--- src/rtl/dvp_rgb_capture_pkg.sv ---
// dvp_capture_pkg: shared types and helpers for the DVP RGB capture front end.
//   cap_state_t    - capture FSM encoding (WAIT=0, SKIP=1, RUN=2), visible on cap_state
//   COORD_W        - width of pixel / line counters and crop-relative coordinates
//   rgb565_to_888  - RGB565 to RGB888 expansion, mode 1 = MSB replication, 0 = zero pad
package dvp_capture_pkg;

  typedef enum logic [1:0] {
    CAP_WAIT = 2'd0,
    CAP_SKIP = 2'd1,
    CAP_RUN  = 2'd2
  } cap_state_t;

  localparam int COORD_W = 12;

  typedef logic [COORD_W-1:0] coord_t;
  typedef logic [COORD_W:0]   coord_ext_t;

  localparam coord_t COORD_ZERO = 12'd0;
  localparam coord_t COORD_ONE  = 12'd1;
  localparam coord_t COORD_MAX  = 12'hFFF;

  function automatic logic [23:0] rgb565_to_888(input logic [15:0] pix, input logic mode);
    logic [4:0] r5;
    logic [5:0] g6;
    logic [4:0] b5;
    r5 = pix[15:11];
    g6 = pix[10:5];
    b5 = pix[4:0];
    if (mode) begin
      return {r5, r5[4:2], g6, g6[5:4], b5, b5[4:2]};
    end else begin
      return {r5, 3'b000, g6, 2'b00, b5, 3'b000};
    end
  endfunction

endpackage

--- src/rtl/dvp_rgb_capture_expand.sv ---
// rgb565_expand: registered RGB565 -> RGB888 expansion stage.
//   clk, rst_n      - pixel clock, async active-low reset
//   in_valid        - pix carries a pixel to present this cycle
//   pix             - RGB565 pixel
//   red/green/blue  - RGB888 result; holds its last value while in_valid is low
module rgb565_expand
  import dvp_capture_pkg::*;
#(
  parameter int EXPAND_MODE = 1
) (
  input  logic        clk,
  input  logic        rst_n,
  input  logic        in_valid,
  input  logic [15:0] pix,
  output logic [7:0]  red,
  output logic [7:0]  green,
  output logic [7:0]  blue
);

  localparam logic MODE = (EXPAND_MODE != 0);

  logic [23:0] rgb;

  assign rgb = rgb565_to_888(pix, MODE);

  // Capture the expanded colour only for valid pixels so the outputs hold between them.
  always_ff @(posedge clk or negedge rst_n) begin
    if (!rst_n) begin
      red   <= 8'd0;
      green <= 8'd0;
      blue  <= 8'd0;
    end else if (in_valid) begin
      red   <= rgb[23:16];
      green <= rgb[15:8];
      blue  <= rgb[7:0];
    end
  end

endmodule

--- src/rtl/dvp_rgb_capture.sv ---
// dvp_rgb_capture: DVP camera capture front end, entirely in the pclk domain.
// Pairs bus bytes into RGB565 pixels, drops start-up frames, crops a window and
// presents RGB888 pixels with crop-relative coordinates two cycles after the
// second byte of each pair is registered.
//   pclk, rst_n          - sensor pixel clock, async active-low reset
//   vsync, href, data    - sensor frame sync, line valid, 8-bit bus
//   enable               - capture enable, taken at each frame start
//   red/green/blue       - RGB888 pixel, held while data_valid is low
//   data_valid           - pixel inside the crop window of a captured frame
//   data_hs, data_vs     - href / vsync aligned with the pixel outputs
//   x_addr, y_addr       - crop-relative coordinates, held while data_valid is low
//   frame_done           - pulse with the last pixel of the crop window
//   cap_state            - capture FSM state (WAIT=0, SKIP=1, RUN=2)
module dvp_rgb_capture
  import dvp_capture_pkg::*;
#(
  parameter int IMAGE_WIDTH  = 1280,
  parameter int IMAGE_HEIGHT = 720,
  parameter int SKIP_FRAMES  = 10,
  parameter int CROP_X0      = 0,
  parameter int CROP_Y0      = 0,
  parameter int CROP_W       = 1280,
  parameter int CROP_H       = 720,
  parameter int EXPAND_MODE  = 1,
  parameter int BYTE_ORDER   = 0,
  parameter int VS_OUT_POL   = 0
) (
  input  logic               pclk,
  input  logic               rst_n,
  input  logic               vsync,
  input  logic               href,
  input  logic [7:0]         data,
  input  logic               enable,
  output logic [7:0]         red,
  output logic [7:0]         green,
  output logic [7:0]         blue,
  output logic               data_valid,
  output logic               data_hs,
  output logic               data_vs,
  output logic [COORD_W-1:0] x_addr,
  output logic [COORD_W-1:0] y_addr,
  output logic               frame_done,
  output logic [1:0]         cap_state
);

  if ((CROP_X0 + CROP_W > IMAGE_WIDTH) || (CROP_Y0 + CROP_H > IMAGE_HEIGHT) ||
      (SKIP_FRAMES < 0) || (SKIP_FRAMES > 255)) begin : g_bad_params
    $fatal(1, "dvp_rgb_capture: crop window outside image or SKIP_FRAMES out of range");
  end

  localparam logic [7:0] SKIP_N     = 8'(SKIP_FRAMES);
  localparam coord_ext_t X_LO       = coord_ext_t'(CROP_X0);
  localparam coord_ext_t Y_LO       = coord_ext_t'(CROP_Y0);
  localparam coord_ext_t X_SPAN     = coord_ext_t'(CROP_W);
  localparam coord_ext_t Y_SPAN     = coord_ext_t'(CROP_H);
  localparam coord_t     X_LAST     = coord_t'(CROP_W - 1);
  localparam coord_t     Y_LAST     = coord_t'(CROP_H - 1);
  localparam logic       VS_ACTIVE  = (VS_OUT_POL != 0);

  logic        vsync_q, href_q, vsync_d, href_d;
  logic [7:0]  data_q;
  cap_state_t  state;
  logic [7:0]  skip_cnt;
  logic        frame_en;
  logic        phase;
  logic [7:0]  first_byte;
  coord_t      x, y;

  logic        vs_rise, href_fall, pix_done, in_win, pix_ok;
  coord_ext_t  dx, dy;
  logic [15:0] pix_word;

  logic        vld_s1, done_s1;
  logic [15:0] pix_s1;
  coord_t      x_s1, y_s1;

  // Edge detection, pixel assembly and crop decision for the current byte.
  always_comb begin
    vs_rise   = vsync_q & ~vsync_d;
    href_fall = ~href_q & href_d;
    // A vsync rise aborts any pair in progress, so no pixel completes on it.
    pix_done  = href_q & phase & ~vs_rise;
    // Offsets below the origin wrap to >= 4097 in 13 bits, above any legal span.
    dx        = {1'b0, x} - X_LO;
    dy        = {1'b0, y} - Y_LO;
    in_win    = (dx < X_SPAN) && (dy < Y_SPAN);
    pix_ok    = pix_done && (state == CAP_RUN) && frame_en && in_win;
    if (BYTE_ORDER == 0) begin
      pix_word = {first_byte, data_q};
    end else begin
      pix_word = {data_q, first_byte};
    end
  end

  // Pin registers plus the second sync stage used for edges and output alignment.
  always_ff @(posedge pclk or negedge rst_n) begin
    if (!rst_n) begin
      vsync_q <= 1'b0;
      href_q  <= 1'b0;
      data_q  <= 8'd0;
      vsync_d <= 1'b0;
      href_d  <= 1'b0;
    end else begin
      vsync_q <= vsync;
      href_q  <= href;
      data_q  <= data;
      vsync_d <= vsync_q;
      href_d  <= href_q;
    end
  end

  // Start-up frame skipping and per-frame enable latch, both advanced on vsync rises.
  always_ff @(posedge pclk or negedge rst_n) begin
    if (!rst_n) begin
      state    <= CAP_WAIT;
      skip_cnt <= 8'd0;
      frame_en <= 1'b0;
    end else if (vs_rise) begin
      case (state)
        CAP_WAIT: begin
          if (SKIP_N == 8'd0) begin
            state    <= CAP_RUN;
            frame_en <= enable;
          end else begin
            state    <= CAP_SKIP;
            skip_cnt <= 8'd1;
          end
        end
        CAP_SKIP: begin
          if (skip_cnt == SKIP_N) begin
            state    <= CAP_RUN;
            frame_en <= enable;
          end else begin
            skip_cnt <= skip_cnt + 8'd1;
          end
        end
        CAP_RUN: begin
          frame_en <= enable;
        end
        default: begin
          state    <= CAP_WAIT;
          skip_cnt <= 8'd0;
          frame_en <= 1'b0;
        end
      endcase
    end
  end

  // Byte pairing: phase 0 stores the first byte, phase 1 completes the pixel.
  // Clearing while href is low drops a dangling odd byte at the end of a line.
  always_ff @(posedge pclk or negedge rst_n) begin
    if (!rst_n) begin
      phase      <= 1'b0;
      first_byte <= 8'd0;
    end else if (vs_rise || !href_q) begin
      phase      <= 1'b0;
    end else begin
      phase      <= ~phase;
      if (!phase) begin
        first_byte <= data_q;
      end
    end
  end

  // Saturating pixel / line counters; a vsync rise takes priority over a line end.
  always_ff @(posedge pclk or negedge rst_n) begin
    if (!rst_n) begin
      x <= COORD_ZERO;
      y <= COORD_ZERO;
    end else if (vs_rise) begin
      x <= COORD_ZERO;
      y <= COORD_ZERO;
    end else if (href_fall) begin
      x <= COORD_ZERO;
      if (y != COORD_MAX) begin
        y <= y + COORD_ONE;
      end
    end else if (pix_done && (x != COORD_MAX)) begin
      x <= x + COORD_ONE;
    end
  end

  // First pipeline stage: latch the assembled pixel and its crop-relative position.
  always_ff @(posedge pclk or negedge rst_n) begin
    if (!rst_n) begin
      vld_s1  <= 1'b0;
      done_s1 <= 1'b0;
      pix_s1  <= 16'd0;
      x_s1    <= COORD_ZERO;
      y_s1    <= COORD_ZERO;
    end else begin
      vld_s1  <= pix_ok;
      done_s1 <= pix_ok && (dx[COORD_W-1:0] == X_LAST) && (dy[COORD_W-1:0] == Y_LAST);
      if (pix_ok) begin
        pix_s1 <= pix_word;
        x_s1   <= dx[COORD_W-1:0];
        y_s1   <= dy[COORD_W-1:0];
      end
    end
  end

  // Output stage: qualifiers, coordinates and syncs aligned with the colour register.
  always_ff @(posedge pclk or negedge rst_n) begin
    if (!rst_n) begin
      data_valid <= 1'b0;
      frame_done <= 1'b0;
      x_addr     <= COORD_ZERO;
      y_addr     <= COORD_ZERO;
      data_hs    <= 1'b0;
      data_vs    <= ~VS_ACTIVE;
    end else begin
      data_valid <= vld_s1;
      frame_done <= done_s1;
      if (vld_s1) begin
        x_addr <= x_s1;
        y_addr <= y_s1;
      end
      data_hs    <= href_d;
      data_vs    <= VS_ACTIVE ? vsync_d : ~vsync_d;
    end
  end

  assign cap_state = state;

  rgb565_expand #(
    .EXPAND_MODE(EXPAND_MODE)
  ) u_expand (
    .clk      (pclk),
    .rst_n    (rst_n),
    .in_valid (vld_s1),
    .pix      (pix_s1),
    .red      (red),
    .green    (green),
    .blue     (blue)
  );

endmodule

--- config.mk ---
export PLATFORM = sky130hd
export DESIGN_NAME = dvp_rgb_capture
export DESIGN_NICKNAME = d
export VERILOG_FILES = /design/src/rtl/dvp_rgb_capture_pkg.sv /design/src/rtl/dvp_rgb_capture_expand.sv /design/src/rtl/dvp_rgb_capture.sv
export SDC_FILE = /design/constraint.sdc
export NUM_CORES = 1
export LEC_CHECK = 0
export ABC_AREA = 1
export BUFFER_PORTS_ARGS = -buffer_cell sky130_fd_sc_hd__buf_4
export CORE_UTILIZATION = 30
export CTS_CLUSTER_DIAMETER = 200
export CTS_CLUSTER_SIZE = 25
export DETAILED_ROUTE_END_ITERATION = 16
export PLACE_DENSITY_LB_ADDON = 0.1
export SYNTH_ARGS = -nofsm -noshare
export SYNTH_HDL_FRONTEND = slang
export SYNTH_SLANG_ARGS = --single-unit
--- constraint.sdc ---
create_clock -name pclk -period 2.86 [get_ports pclk]
set_input_delay 0.429 -clock pclk [delete_from_list [all_inputs] [get_ports pclk]]
set_output_delay 0.429 -clock pclk [all_outputs]
set_load 0.005 [all_outputs]
; Word level (Yosys, flattened, before mapping)
; Index checks and enable logic that the tools add are counted.
[totals]
register_bits = 150
output_inout_bits = 54
elab_cells = 82
[classes]
add_sub_neg = 3
magnitude_cmp = 2
n_eq_ne = 9
n_mux = 13
n_bitwise = 11
n_reduce_logical = 18
[ops]
columns = op, n
row1 = 12-bit two-way mux, 6
row2 = 12-bit by 1-bit adder with 12-bit output (second input constant), 2
row3 = 12-bit inequality test (second input constant), 2
row4 = 8-bit one-hot mux with 3 select lines, 1
row5 = 12-bit by 10-bit == test with 1-bit output (second input constant), 1
row6 = 12-bit by 11-bit == test with 1-bit output (second input constant), 1
row7 = 12-bit by 10-bit < comparator with 1-bit output (second input constant), 1
row8 = 12-bit by 11-bit < comparator with 1-bit output (second input constant), 1
row9 = 3-bit AND reduction, 3
row10 = 8-bit by 1-bit adder with 8-bit output (second input constant), 1
row11 = 8-bit by 4-bit == test with 1-bit output (second input constant), 1
row12 = 8-bit two-way mux, 1
row13 = 1-bit logical AND, 7
row14 = 1-bit inverter, 7
row15 = 2-bit one-hot mux with 3 select lines, 1
row16 = 1-bit AND, 4
row17 = 2-bit inequality test (second input constant), 2
row18 = 2-bit AND reduction, 2
row19 = 2-bit nonzero test, 2
row20 = 1-bit one-hot mux with 3 select lines, 1
row21 = 3-bit nonzero test, 1
row22 = 2-bit by 1-bit == test with 1-bit output (second input constant), 1
row23 = 2-bit == test (second input constant), 1
row24 = 2-bit zero test, 1
row25 = 4 further kinds, 5

; Longest topological paths before layout
[depth]
ltp_word = 9
mapped_depth = 10
mapped_depth_nobuf = 9

; Modules after synthesis
; A second synthesis with hierarchy kept.
[unflattened]
cells_unflattened = 715
hier_area_um2 = 6164.7
[by_module_without_submodules]
columns = module, instances, cells_each, area_each_um2, seq_area_each_um2
row1 = dvp_rgb_capture, 1, 639, 5460.2, 3154.3
row2 = rgb565_expand, 1, 76, 704.4, 400.4

; Least setup slack after synthesis
; Ideal clock, no wire load.
[synth_timing]
kind = register to register
from = register state[0], in the netlist cap_state[0]
to = register x_s1[7]
setup_time_ps = 118
arrival_ps = 1413
required_ps = 2742
setup_slack_ps = 1329
path_stages_with_launch = 10
n_path_buf = 2
path_cell_list = dfrtp_1 -> inv_1 -> ha_1 -> nand3b_1 -> nor2_2 -> nand3_2 -> nor2_2 -> buf_6 -> buf_6 -> o21ai_2
[synth_via]
elab_chain_len = 4
[synth_rtl]
columns = element, line
row1 = start: declaration, dvp_rgb_capture.sv:62  ; cap_state_t state;
row2 = start signal: assignment, dvp_rgb_capture.sv:115  ; state <= CAP_WAIT;
row3 = start signal: assignment, dvp_rgb_capture.sv:122  ; state <= CAP_RUN;
row4 = start signal: assignment, dvp_rgb_capture.sv:125  ; state <= CAP_SKIP;
row5 = 2-bit == test, dvp_rgb_capture.sv:87  ; pix_ok = pix_done && (state == CAP_RUN) && frame_en && in_win;
row6 = 1-bit logical AND (3 in series), dvp_rgb_capture.sv:87
row7 = end signal: assignment, dvp_rgb_capture.sv:196  ; x_s1 <= dx[COORD_W-1:0];
row8 = end: declaration, dvp_rgb_capture.sv:75  ; coord_t x_s1, y_s1;
; Every way passes these cells.
; A chain may end at the register's enable or synchronous reset.

; Worst setup path after layout
[layout_timing]
from = register state[0], in the netlist cap_state[0]
to = register x_s1[8]
; Same word-level chain as after synthesis.

==> results_dict.tcl <==
set metrics [dict create \
    outcome "finished clean" \
    layout_commonest_cell "nand2_1" \
    startpoint_type "flip-flop" \
    antenna_found_initial 0 \
    crit_chain "inv_1 -> ha_1 -> nand3b_1 -> nor2_2 -> nand3_2 -> nor2_4 -> buf_12 -> nand2_1 -> o21ai_2" \
    synth_area_mm2 0.00616 \
    fmax_ghz 0.477 \
    synth_top_area_share_pct 57.3 \
    syn_inst 676 \
    synth_area_leaders "dfrtp_1 (57%), nand2_1 (10%), inv_1 (4.7%)" \
    tritoncts "yes" \
    layout-drive-gt1-share_pct 18.9 \
    leakage_uw 0.00360 \
    path_buf_inv 2 \
    crit_type "reg -> reg" \
    worstPathMaxFanout 55 \
    hp-class "in -> async" \
    vias 4385 \
    rows 52 \
    finalSetupViolations 0 \
    rsz0062_at_grt "no" \
    drc_errors 0 \
    period_needed_ns 2.09 \
    crit_family "simple AND/OR/NAND/NOR gates" \
    synth-edff-count 0 \
    die_y_um 145 \
    endpoint_kind "flip-flop" \
    power_uw 6140 \
    clk_pin_slew_ns 0.06 \
    cts_buffers 17 \
    synthArstFlopShare_pct 100 \
    root_buffer "clkbuf_16" \
    nNetsFinal 757 \
    relSlewSlack_pct 58.6 \
    clock-sinks 142 \
    drt_iter0_markers 210 \
    synth_area_per_cell_um2 9.11 \
    avgRoutedWirePerCell_um 12.5 \
    max_cap_violations 0 \
    grt_pass1_vias 4377 \
    initial_core_util_pct 30.5 \
    synthFlopType "dfrtp_1" \
    core_area_mm2 0.0202 \
    hold_viol 0 \
    critPathArrivalTime_ns 2.43 \
    wirelength_um 12800 \
    post_cts_buffers 0 \
    slew_violations 0 \
    ys_types 32 \
    r2r_cells 9 \
    die_area_mm2 0.0211 \
    r2r-end "x_s1[8]" \
    rrSetupSlack_ns 0.77 \
    io_buffers 66 \
    grt_usage_pct 13.3 \
    yosysWarnings 0 \
    seq_area_frac_synth_pct 57.7 \
    fin_crit_sh_pct 73.2 \
    firstDrtPassIters 5 \
    syn2layout_area_growth_pct 21.4 \
    holdBufCountCts 0 \
    die_w_um 145 \
    yosysTopAreaCell "dfrtp_1" \
    critPathMaxStageDelay_ns 0.43 \
    syn-num-nets 696 \
    routabilityCongestion 0.837 \
    grt_max_degree 67 \
    clk_path_buf_depth 2 \
    clk_latency_ns 0.42 \
    timing.rr.start "cap_state[0]" \
    final_cell_mix "nand2_1 (170), dfrtp_1 (140), inv_1 (77), nor2_1 (72), buf_4 (68)" \
    setup_tns_ns 0 \
    hpwl_um 8750 \
    powerDensity_mw_per_mm2 822 \
    fin_skew_ns 0.0129 \
    post_drt_via_cell_ratio 4.29 \
    h-tree-depth 4 \
    ios 67 \
    grt_overflow_total 0 \
    grt_pass1_wl_um 22200 \
    ir_worst_vdd_v 0.000410 \
    synth_seq_cells 142 \
    antenna_left 0 \
    tightest_slew_ns 0.621 \
    crit_slowest_cell "nor2_4" \
    cts_resized 0 \
    critical_path_required_ns 3.20 \
]
[routing by layer]
| layer | track usage (%) | wire length [um] | vias to the layer above | part of all wire (%) |
|---|---|---|---|---|
| li1 | - | - | 2269 | - |
| met5 | 0 | 0 | - | 0 |
| met4 | 5.16 | 191 | 0 | 1.5 |
| met1 | 17.5 | 6390 | 2024 | 50 |
| met2 | 20.6 | 5720 | 82 | 45 |
| met3 | 3.74 | 506 | 10 | 4.0 |
[synthesized netlist by cell type, types with 2 or more instances]
cell type / n
a21oi_1: 39
buf_1: 5
buf_12: 2
buf_2: 4
buf_4: 8
buf_6: 4
buf_8: 2
clkbuf_1: 4
dfrtp_1: 141
ha_1: 7
inv_1: 77
mux2_2: 4
nand2_1: 170
nand3_1: 30
nand3b_1: 4
nand4_1: 8
nor2_1: 72
nor2_2: 4
nor3_1: 7
o21ai_0: 41
o21ai_1: 4
o21ai_2: 24
xor2_1: 6
[kinds of logic after synthesis]
| logic type | share of synthesized area (%) |
|---|---|
| xor gates and xnor gates | 0.854 |
| AOI/OAI and AO/OA | 10.5 |
| adders and majority gates | 1.42 |
| DFF | 57.7 |
| buffers and inverters | 8.48 |
| and+or+nand+nor | 20.3 |
| muxes | 0.732 |
[worst register-to-register path, cell delays in order, from the launching register on]
cell	delay, ns
dfrtp_1	0.40
inv_1	0.11
ha_1	0.18
nand3b_1	0.10
nor2_2	0.10
nand3_2	0.14
nor2_4	0.43
buf_12	0.34
nand2_1	0.14
o21ai_2	0.07
[area by class of cell]
cell class                      instances  area (um^2)
Clock buffer                           20          457
Sequential cell                       142         3560
Inverter                               78          293
Fill cell                            2103        12700
Antenna cell                            1         2.50
Timing Repair Buffer                   71          562
Clock inverter                         12          180
Multi-Input combinational cell        427         2080
Tap cell                              270          338
[sequential cells by signal, indices dropped and copies added, names as in the netlist, 12 cells and up]
signal	flops
pix_s1	16
x	12
x_addr	12
x_s1	12
y	12
y_addr	12
y_s1	12
[worst max-delay path by stage]
stage                     cells after the start  slack, ns    startpoint          to
final                                         9       0.77  cap_state[0]     x_s1[8]
after floorplan                               9       1.33  cap_state[0]     x_s1[7]
after global placement                        8       0.84  cap_state[0]     y_s1[5]
after detailed placement                      9       0.77  cap_state[0]     x_s1[8]
after global routing                          9       0.56  cap_state[0]  pix_s1[12]
after CTS                                     9       0.74  cap_state[0]     x_s1[8]
[report_power, final]
| part | leakage, uW | switching (uW) | internal [uW] |
|---|---|---|---|
| clock | 0.000307 | 858 | 1510 |
| combinational | 0.00139 | 536 | 580 |
| sequential | 0.00189 | 257 | 2400 |
| total | 0.00360 | 1650 | 4490 |
[metrics by stage]
stage | setup slack, ns | cell area [um^2] | utilization [%] | instances | hold slack (ns)
after floorplan | 1.33 | 6160 | - | 676 | 0.133
after global placement | 0.843 | 6830 | 33.9 | 988 | 0.374
after detailed placement | 0.774 | 6830 | 33.9 | 988 | 0.386
after CTS | 0.743 | 7470 | 37.0 | 1020 | 0.0312
after global routing | 0.563 | 7470 | 37.0 | 1020 | 0.0577
final | 0.765 | 7470 | 37.0 | 1021 | 0.00570
No activity file was read; power rests on OpenSTA's default activity.
